--- config.mk ---
export PLATFORM = sky130hd
export DESIGN_NAME = hamming_rx_corrector
export DESIGN_NICKNAME = d
export VERILOG_FILES = /design/src/rtl/hamming_rx_corrector.sv
export SDC_FILE = /design/constraint.sdc
export NUM_CORES = 1
export LEC_CHECK = 0
export ABC_AREA = 1
export CORE_MARGIN = 2
export CORE_UTILIZATION = 57
export CTS_CLUSTER_DIAMETER = 150
export DETAILED_ROUTE_END_ITERATION = 8
export MAX_ROUTING_LAYER = met4
export PLACE_DENSITY = 0.84
export SYNTH_ARGS = -nofsm -noshare
export SYNTH_HDL_FRONTEND = slang
export SYNTH_SLANG_ARGS = --single-unit
--- constraint.sdc ---
create_clock -name clk -period 5.37 [get_ports clk]
set_input_delay 1.611 -clock clk [delete_from_list [all_inputs] [get_ports clk]]
set_output_delay 1.611 -clock clk [all_outputs]
set_load 0.02 [all_outputs]
--- src/rtl/hamming_rx_corrector.sv ---
// Serial Hamming(7,4) receiver: deserialises codewords b[0] first, computes the
// syndrome, optionally corrects a single-bit error and presents one nibble at a time.
module hamming_rx_corrector #(
    parameter int CNT_W      = 8,
    parameter int CORRECT_EN = 1
) (
    input  logic             clk,
    input  logic             rst_n,
    input  logic             sync,
    input  logic             ser_valid,
    input  logic             ser_bit,
    output logic             ser_ready,
    output logic             out_valid,
    input  logic             out_ready,
    output logic [3:0]       out_data,
    output logic             out_err,
    output logic [2:0]       out_syn,
    input  logic             clr_cnt,
    output logic [CNT_W-1:0] err_cnt
);

    localparam logic [CNT_W-1:0] CNT_MAX = '1;

    logic [2:0] bit_cnt_p0;
    logic [5:0] hold_p0;
    logic       accept;
    logic       complete;
    logic [6:0] cw;
    logic [2:0] syn;
    logic [3:0] data;
    logic       cnt_inc;

    function automatic logic [2:0] syndrome(input logic [6:0] b);
        logic s1, s2, s4;
        s1 = b[0] ^ b[2] ^ b[4] ^ b[6];
        s2 = b[1] ^ b[2] ^ b[5] ^ b[6];
        s4 = b[3] ^ b[4] ^ b[5] ^ b[6];
        return {s4, s2, s1};
    endfunction

    function automatic logic [3:0] extract(input logic [6:0] b, input logic [2:0] s);
        logic [6:0] f;
        f = b;
        if (CORRECT_EN != 0 && s != 3'd0)
            f[s - 3'd1] = ~f[s - 3'd1];
        return {f[6], f[5], f[4], f[2]};
    endfunction

    // The last bit only stalls when the single-entry output stage cannot take its result.
    assign ser_ready = !(bit_cnt_p0 == 3'd6 && out_valid && !out_ready);
    assign accept    = ser_valid && ser_ready;
    assign complete  = accept && !sync && bit_cnt_p0 == 3'd6;
    assign cw        = {ser_bit, hold_p0};
    assign syn       = syndrome(cw);
    assign data      = extract(cw, syn);
    assign cnt_inc   = complete && syn != 3'd0;

    // Stage p0: bit counter and holding register; new bits enter at the MSB.
    always_ff @(posedge clk or negedge rst_n) begin
        if (!rst_n) begin
            bit_cnt_p0 <= 3'd0;
            hold_p0    <= 6'd0;
        end else if (sync) begin
            if (accept) begin
                bit_cnt_p0 <= 3'd1;
                hold_p0    <= {ser_bit, 5'd0};
            end else begin
                bit_cnt_p0 <= 3'd0;
                hold_p0    <= 6'd0;
            end
        end else if (accept) begin
            if (bit_cnt_p0 == 3'd6) begin
                bit_cnt_p0 <= 3'd0;
                hold_p0    <= 6'd0;
            end else begin
                bit_cnt_p0 <= bit_cnt_p0 + 3'd1;
                hold_p0    <= {ser_bit, hold_p0[5:1]};
            end
        end
    end

    // Stage p1: output register; a load may coincide with a drain.
    always_ff @(posedge clk or negedge rst_n) begin
        if (!rst_n) begin
            out_valid <= 1'b0;
            out_data  <= 4'd0;
            out_err   <= 1'b0;
            out_syn   <= 3'd0;
        end else if (complete) begin
            out_valid <= 1'b1;
            out_data  <= data;
            out_err   <= syn != 3'd0;
            out_syn   <= syn;
        end else if (out_ready) begin
            out_valid <= 1'b0;
        end
    end

    always_ff @(posedge clk or negedge rst_n) begin
        if (!rst_n)
            err_cnt <= '0;
        else if (clr_cnt)
            err_cnt <= cnt_inc ? CNT_W'(1) : '0;
        else if (cnt_inc && err_cnt != CNT_MAX)
            err_cnt <= err_cnt + CNT_W'(1);
    end

endmodule

After elaboration in Yosys (flattened, before gate mapping)
Index checks and enable logic that the tools add are counted.

storage, ports and cells
  bits in registers = 26
  input bits = 7
  output and inout port bits = 18

cells by class
  $add $sub $neg = 3
  order comparisons = 2
  eq/ne operators = 2
  mux-type cells = 19
  bitwise logic cells = 10
  reductions and logical operators = 15

operator list
  cell                                                                                  number
  6-bit 2-to-1 mux                                                                      4
  8-bit 2-to-1 mux                                                                      2
  3-bit 2-to-1 mux                                                                      3
  1-bit bitwise XOR                                                                     9
  8-bit by 1-bit adder with 8-bit output (second input constant)                        1
  1-bit logical AND                                                                     8
  8-bit inequality test (second input constant)                                         1
  7-bit bitwise mux                                                                     1
  7-bit 2-to-1 mux                                                                      1
  1-bit 2-to-1 mux                                                                      6
  2-bit nonzero test                                                                    3
  3-bit by 4-bit < comparator with 1-bit output (second input constant)                 1
  3-bit by 1-bit adder with 3-bit output (second input constant)                        1
  1-bit binary-select mux with 3-bit select                                             1
  1-bit demux with 3-bit select                                                         1
  3-bit equality test (second input constant)                                           1
  3-bit by 1-bit greater-or-equal comparator with 1-bit output (second input constant)  1
  1-bit zero test                                                                       3
  3-bit nonzero test                                                                    1
  3-bit by 1-bit subtractor with 3-bit output (second input constant)                   1
  1-bit inverter                                                                        1

Depth between registers and ports, before layout
Gate-level depths: netlist of the first run.

  depth after elaboration = 11
  gate-level depth with buffers = 13
  gate-level depth less buffers = 13

Least setup slack after synthesis of the first run
OpenSTA, ideal clock, no wires.

  kind = in2out
  start point = in out_ready
  end point = out ser_ready
  arrival = 1969 ps
  required time = 3759 ps
  setup slack = 1790 ps
  cell stages on the path = 4
  buffers on the path = 0
  cell sequence = inv_1 nand2_1 inv_1 nand2_1

between the ends
  longest elaborated chain between the ends = 3

ends and longest elaborated chain
  element             RTL line  text
  start: declaration  14        input logic out_ready,
  1-bit zero test     50        assign ser_ready = !(bit_cnt_p0 == 3'd6 && out_valid && !out_ready);
  1-bit logical AND   50
  1-bit zero test     50
  end: declaration    12        output logic ser_ready,

No other way between the ends.

Worst setup path in the final report of the first run
Same ends and word-level chain as after synthesis.

==> reports/qor.csv, run 1 <==
stage,metric,value,unit
sta,tns,0,ns
sta,finalHoldViolCount,0,
global_route,grt_pass1_wl,5560,um
hold_path,hp-class,reg -> reg,
sta,finalCritPeriodShare,0.859,
global_route,antenna_found_initial,0,
worst_setup_path,worstSetupStartpoint,out_ready,
worst_setup_path,critPathArrivalTime,3.00,ns
global_route,grtUsageMet3,0.0253,
synthesis,synth_simple_gate_area_frac,0.358,
route,final_antenna_net_count,0,
cells_and_area,layout-drive-gt1-share,0.0687,
floorplan,ioPinCount,25,
place,dp.cells,260,
place,port_buffers,24,
place,post-dp-hpwl,2210,um
clock_tree,clkTransAtPathRegs,0.14,ns
clock_tree,hold_buffers,0,
synthesis,synth_mux_area_frac,0,
cells_and_area,fin_cells,264,
clock_tree,cts_max_level,1,
sta,setup_violations,0,
worst_setup_path,worst_ep_required_time,3.76,ns
cells_and_area,layout.nets,245,
synthesis,seq_area_frac_synth,0.415,
worst_setup_path,r2r_slack,2.79,ns
synthesis,ys_ff_latch,26,
synthesis,synthAdderAreaFrac,0.0319,
floorplan,start_util,0.584,
global_route,grt_use_met2,0.367,
clock_tree,cts_tree,done,
synthesis,synth_top_family_by_area,simple AND/OR/NAND/NOR gates,
cells_and_area,syn_to_final_growth,19.2,%
global_route,grt_start_max_net_pins,27,
route,wl,2990,um
route,drtPass1Iterations,4,
synthesis,synth.cell_area,0.00157,mm2
cells_and_area,final_util,0.695,
clock_tree,cts_buffers,3,
synthesis,yosysWarnings,0,
route,vias,1368,
sta,worstMarginPinSlew,0.356,ns
synthesis,synth_xor_area_frac,0.0503,
sta,worst_slack,0.757,ns
route,viasPerCell,5.18,
clock_tree,clockRootBuffer,clkbuf_4,
synthesis,synth_compound_area_frac,0.0774,
worst_setup_path,end_kind,output port,
synthesis,synth_nets,220,
floorplan,die_area,0.00319,mm2
global_route,grt.overflow.total,0,
worst_setup_path,r2r_start,hold_p0[2]$_DFFE_PN0P_,
sta,hold_ws,0.496,ns
worst_setup_path,path_max_fanout,3,
worst_setup_path,start_kind,primary input,
worst_setup_path,endpoint,ser_ready,
run,drv_cap,0,
place,dp_slack,0.757,ns
sta,fin_skew,0.0131,ns
floorplan,die_h,56.4,um
run_status,status,finished clean,
synthesis,post_synth.cell_area_avg,7.50,um2
clock_tree,clock_path_buffers,2,
clock_tree,ctsResizeCount,0,
route,drcViolationCount,0,
worst_setup_path,worstSetupPathType,in -> out,
sta,max_freq,217,MHz
global_route,grt_util_met1,0.292,
place,place_congestion,0.886,
worst_setup_path,r2r_cells,13,
global_route,grt_pass1_vias,1289,
cells_and_area,n_antenna_cell,0,
clock_tree,cts.sinks,26,
route,drt-initial-drc-count,50,
synthesis,yosysUniqueCellTypes,25,
floorplan,die_w,56.4,um
global_route,track_usage,0.228,
floorplan,placementRows,19,
sta,slew_viol_final,0,
global_route,grt.busiest_layer,met2,
power_and_ir_drop,max-vdd-ir-drop,0.000205,V
power_and_ir_drop,cellPowerDensity,220,mW/mm2
sta,rsz0062_at_grt,no,
sta,fin_crit,4.61,ns
sta,relSlewSlack,0.762,
floorplan,core_area,0.00269,mm2
clock_tree,insertion_delay,0.34,ns
synthesis,synth_cells,209,
worst_setup_path,timing.rr.end,out_data[2]$_DFFE_PN0P_,
clock_tree,post-cts-setup-buffers,0,
power_and_ir_drop,p_leak,0.000888,uW
route,wl_per_cell,11.3,um
[layer usage]
metal  wire length, um  share of wire  vias to the layer above
met5                 0              0                        -
met3               102          0.034                        6
met2              1400           0.47                       29
met4                65          0.022                        0
met1              1430           0.48                      614
li1                  -              -                      719
[through the flow]
| step | power (uW) | area (um2) |
|---|---|---|
| after floorplan | 282 | 1570 |
| after global placement | 310 | 1830 |
| after detailed placement | 312 | 1830 |
| after CTS | 413 | 1870 |
| after global routing | 436 | 1870 |
| final | 412 | 1870 |
[synthesized netlist by cell type]
library cell / count / area share
a21oi_1: 2 / 0.0064
buf_1: 1 / 0.0024
buf_2: 3 / 0.0096
clkbuf_1: 1 / 0.0024
dfrtp_1: 26 / 0.42
ha_1: 4 / 0.032
inv_1: 22 / 0.053
nand2_1: 66 / 0.16
nand2_2: 1 / 0.0040
nand2_4: 2 / 0.014
nand3_1: 21 / 0.067
nand4_1: 1 / 0.0040
nand4_4: 1 / 0.014
nor2_1: 19 / 0.045
nor2_4: 2 / 0.014
nor3_1: 1 / 0.0032
nor3_2: 2 / 0.013
nor3b_1: 2 / 0.0096
o211ai_1: 1 / 0.0048
o21ai_0: 13 / 0.041
o21bai_1: 1 / 0.0048
o22ai_1: 5 / 0.020
or2_2: 3 / 0.012
xnor2_1: 7 / 0.039
xor2_1: 2 / 0.011
[cells by family after synthesis]
logic type,count (synthesis)
simple gates,121
fa+ha+maj,4
buf+inv,27
xor+xnor,9
compound gates,22
flops,26
[power breakdown]
group          internal, uW  switching [uW]  total [uW]
registers               203            7.42         211
logic                  39.1            58.4        97.5
clock network          41.6            62.0         104
[worst min path at each step]
stage / start / endpoint / cells after the start
2_1_floorplan: hold_p0[1]$_DFFE_PN0P_ / hold_p0[1]$_DFFE_PN0P_ / 2
3_3_place_gp: out_data[2]$_DFFE_PN0P_ / out_data[2]$_DFFE_PN0P_ / 2
3_5_place_dp: out_data[2]$_DFFE_PN0P_ / out_data[2]$_DFFE_PN0P_ / 2
4_1_cts: out_data[2]$_DFFE_PN0P_ / out_data[2]$_DFFE_PN0P_ / 2
5_1_grt: out_data[2]$_DFFE_PN0P_ / out_data[2]$_DFFE_PN0P_ / 2
6_report: out_data[2]$_DFFE_PN0P_ / out_data[2]$_DFFE_PN0P_ / 2
[placed cells by master, fill, tap and decap left out, types with 3 or more instances in the layout]
master,n
nand2_1,66
dfrtp_1,26
clkdlybuf4s50_1,24
inv_1,22
nand3_1,21
nor2_1,19
o21ai_0,13
xnor2_1,7
o22ai_1,5
ha_1,4
or2_2,3
clkbuf_4,3
[state kept, by name (all words and copies together) (netlist names)]
| signal | cells |
|---|---|
| out_data | 4 |
| out_err | 1 |
| out_syn | 3 |
| bit_cnt_p0 | 3 |
| err_cnt | 8 |
| hold_p0 | 6 |
| out_valid | 1 |
[worst max-delay path, cell delays in order]
cell and delay, ns:
clkdlybuf4s50_1 0.45, inv_1 0.04, nand2_1 0.15, inv_1 0.06, nand2_1 0.08, clkdlybuf4s50_1 0.60
[layout make-up]
class / count / area [um2]
Inverter: 22 / 82.6
Sequential cell: 26 / 651
Timing Repair Buffer: 25 / 248
Tap cell: 31 / 38.8
Fill cell: 219 / 818
Multi-Input combinational cell: 156 / 812
Clock buffer: 4 / 36.3
Note: power is estimated with default switching activity, not from simulation.
==> inputs of run 2 (changes only) <==
- REMOVE_ABC_BUFFERS: unset -> 1
==> reports/qor.csv, run 2 (same netlist as run 1, synthesis figures left out) <==
stage,metric,value,unit
run_status,status,finished clean,
power_and_ir_drop,cellPowerDensity,219,mW/mm2
sta,finalCritPeriodShare,0.857,
worst_setup_path,path_max_fanout,3,
global_route,track_usage,0.222,
sta,relSlewSlack,0.748,
sta,max_freq,217,MHz
worst_setup_path,worst-path-buf-inv,4,
route,drcViolationCount,0,
worst_setup_path,r2r_start,hold_p0[2]$_DFFE_PN0P_,
worst_setup_path,r2r_cells,13,
cells_and_area,n_antenna_cell,0,
worst_setup_path,start_kind,primary input,
sta,fin_crit,4.60,ns
floorplan,placementRows,19,
clock_tree,hold_buffers,0,
global_route,antenna_found_initial,0,
cells_and_area,layout-drive-gt1-share,0.0687,
cells_and_area,regMostFlops,err_cnt,
sta,fin_skew,0.00138,ns
cells_and_area,layout_commonest_cell,nand2_1,
floorplan,die_w,56.4,um
sta,rsz0062_at_grt,no,
worst_setup_path,worstSetupPathType,in -> out,
place,post-dp-hpwl,2290,um
global_route,grt_start_max_net_pins,27,
floorplan,die_area,0.00319,mm2
clock_tree,cts_buffers,3,
route,viasPerCell,5.33,
worst_setup_path,path_delay_family,buffers and inverters,
route,final_antenna_net_count,0,
sta,finalHoldViolCount,0,
power_and_ir_drop,max-vdd-ir-drop,0.000181,V
cells_and_area,layout.nets,245,
worst_setup_path,slowest_delay,0.60,ns
cells_and_area,syn_to_final_growth,19.2,%
floorplan,start_util,0.584,
clock_tree,insertion_delay,0.32,ns
cells_and_area,largest_reg_flops,8,
sta,slew_viol_final,0,
clock_tree,clock_path_buffers,2,
clock_tree,post-cts-setup-buffers,0,
global_route,grt_pass1_vias,1309,
route,drtPass1Iterations,4,
run,drv_cap,0,
route,wl,3070,um
sta,setup_violations,0,
worst_setup_path,worst-path-stages,6,
floorplan,die_h,56.4,um
worst_setup_path,critPathArrivalTime,2.99,ns
sta,tns,0,ns
worst_setup_path,r2r_slack,2.76,ns
worst_setup_path,worstSetupStartpoint,out_ready,
worst_setup_path,timing.rr.end,out_data[0]$_DFFE_PN0P_,
clock_tree,clkTransAtPathRegs,0.14,ns
floorplan,core_area,0.00269,mm2
route,drt-initial-drc-count,45,
worst_setup_path,endpoint,ser_ready,
worst_setup_path,worst_ep_required_time,3.76,ns
clock_tree,cts.sinks,26,
worst_setup_path,crit_slowest_cell,clkdlybuf4s50_1,
cells_and_area,top_regs,"err_cnt: 8 flops, hold_p0: 6 flops, out_data: 4 flops",
worst_setup_path,end_kind,output port,
global_route,grt_pass1_wl,5450,um
worst_setup_path,cp_cell_sequence,clkdlybuf4s50_1 -> inv_1 -> nand2_1 -> inv_1 -> nand2_1 -> clkdlybuf4s50_1,
clock_tree,cts_tree,done,
place,placed_area,0.00183,mm2
clock_tree,clockRootBuffer,clkbuf_4,
hold_path,hold_path_depth,2,
cells_and_area,finalInstanceArea,0.00187,mm2
place,port_buffers,24,
floorplan,ioPinCount,25,
global_route,grt.overflow.total,0,
hold_path,hp-class,reg -> reg,
clock_tree,cts_max_level,1,
clock_tree,ctsResizeCount,0,
place,place_congestion,0.849,
sta,worstMarginPinSlew,0.377,ns
route,wl_per_cell,11.6,um
route,vias,1406,
power_and_ir_drop,p_leak,0.000888,uW
cells_and_area,layout_common_cells,"nand2_1 (66), dfrtp_1 (26), clkdlybuf4s50_1 (24), inv_1 (22), nand3_1 (21)",
==> run 2: worst min path at each step <==
stage	start	to	slack, ns
finish	out_data[3]$_DFFE_PN0P_	out_data[3]$_DFFE_PN0P_	0.49
CTS	out_data[3]$_DFFE_PN0P_	out_data[3]$_DFFE_PN0P_	0.50
floorplan	hold_p0[1]$_DFFE_PN0P_	hold_p0[1]$_DFFE_PN0P_	0.54
global route	out_data[3]$_DFFE_PN0P_	out_data[3]$_DFFE_PN0P_	0.52
detailed placement	out_data[3]$_DFFE_PN0P_	out_data[3]$_DFFE_PN0P_	0.46
global placement	out_data[0]$_DFFE_PN0P_	out_data[0]$_DFFE_PN0P_	0.46
==> run 2: area by class of cell <==
cell class	count	area, um2
fill	218	818
tap	31	38.8
sequential	26	651
clock buffer	4	36.3
inverter	22	82.6
timing repair buffer	25	248
multi-input combinational	156	812
==> run 2: stage by stage <==
| stage | utilization | total power [uW] | hold WS, ns | cells | worst slack (ns) |
|---|---|---|---|---|---|
| global route | 0.695 | 438 | 0.518 | 264 | 0.719 |
| floorplan | - | 280 | 0.541 | 204 | 1.79 |
| detailed placement | 0.682 | 313 | 0.464 | 260 | 0.779 |
| global placement | 0.682 | 310 | 0.462 | 260 | 0.815 |
| CTS | 0.695 | 414 | 0.499 | 264 | 0.769 |
| finish | 0.695 | 409 | 0.493 | 264 | 0.767 |
==> run 2: routing by layer <==
layer | GRT usage | up-vias | share of wire
li1 | - | 719 | -
met4 | 0.0986 | 0 | 0.018
met3 | 0.0346 | 7 | 0.046
met2 | 0.344 | 35 | 0.46
met1 | 0.288 | 645 | 0.48
met5 | - | - | 0
==> run 2: power breakdown <==
group          total (uW)  internal (uW)  switching [uW]  leakage, uW
combinational        99.2           39.2            60.1     0.000511
sequential            211            203            7.35     0.000356
clock                99.3           41.5            57.8    0.0000210
==> run 2: tightest hold or removal path: stages, from the launching register on <==
cell,delay [ns]
dfrtp_1,0.37
nand2_1,0.05
nand2_1,0.05
==> inputs of run 3 (changes only) <==
- CAP_MARGIN: unset -> 10
- CTS_CLUSTER_SIZE: unset -> 14
==> results of run 3 <==
The final DEF is identical to that of run 2; final timing and power are the same.
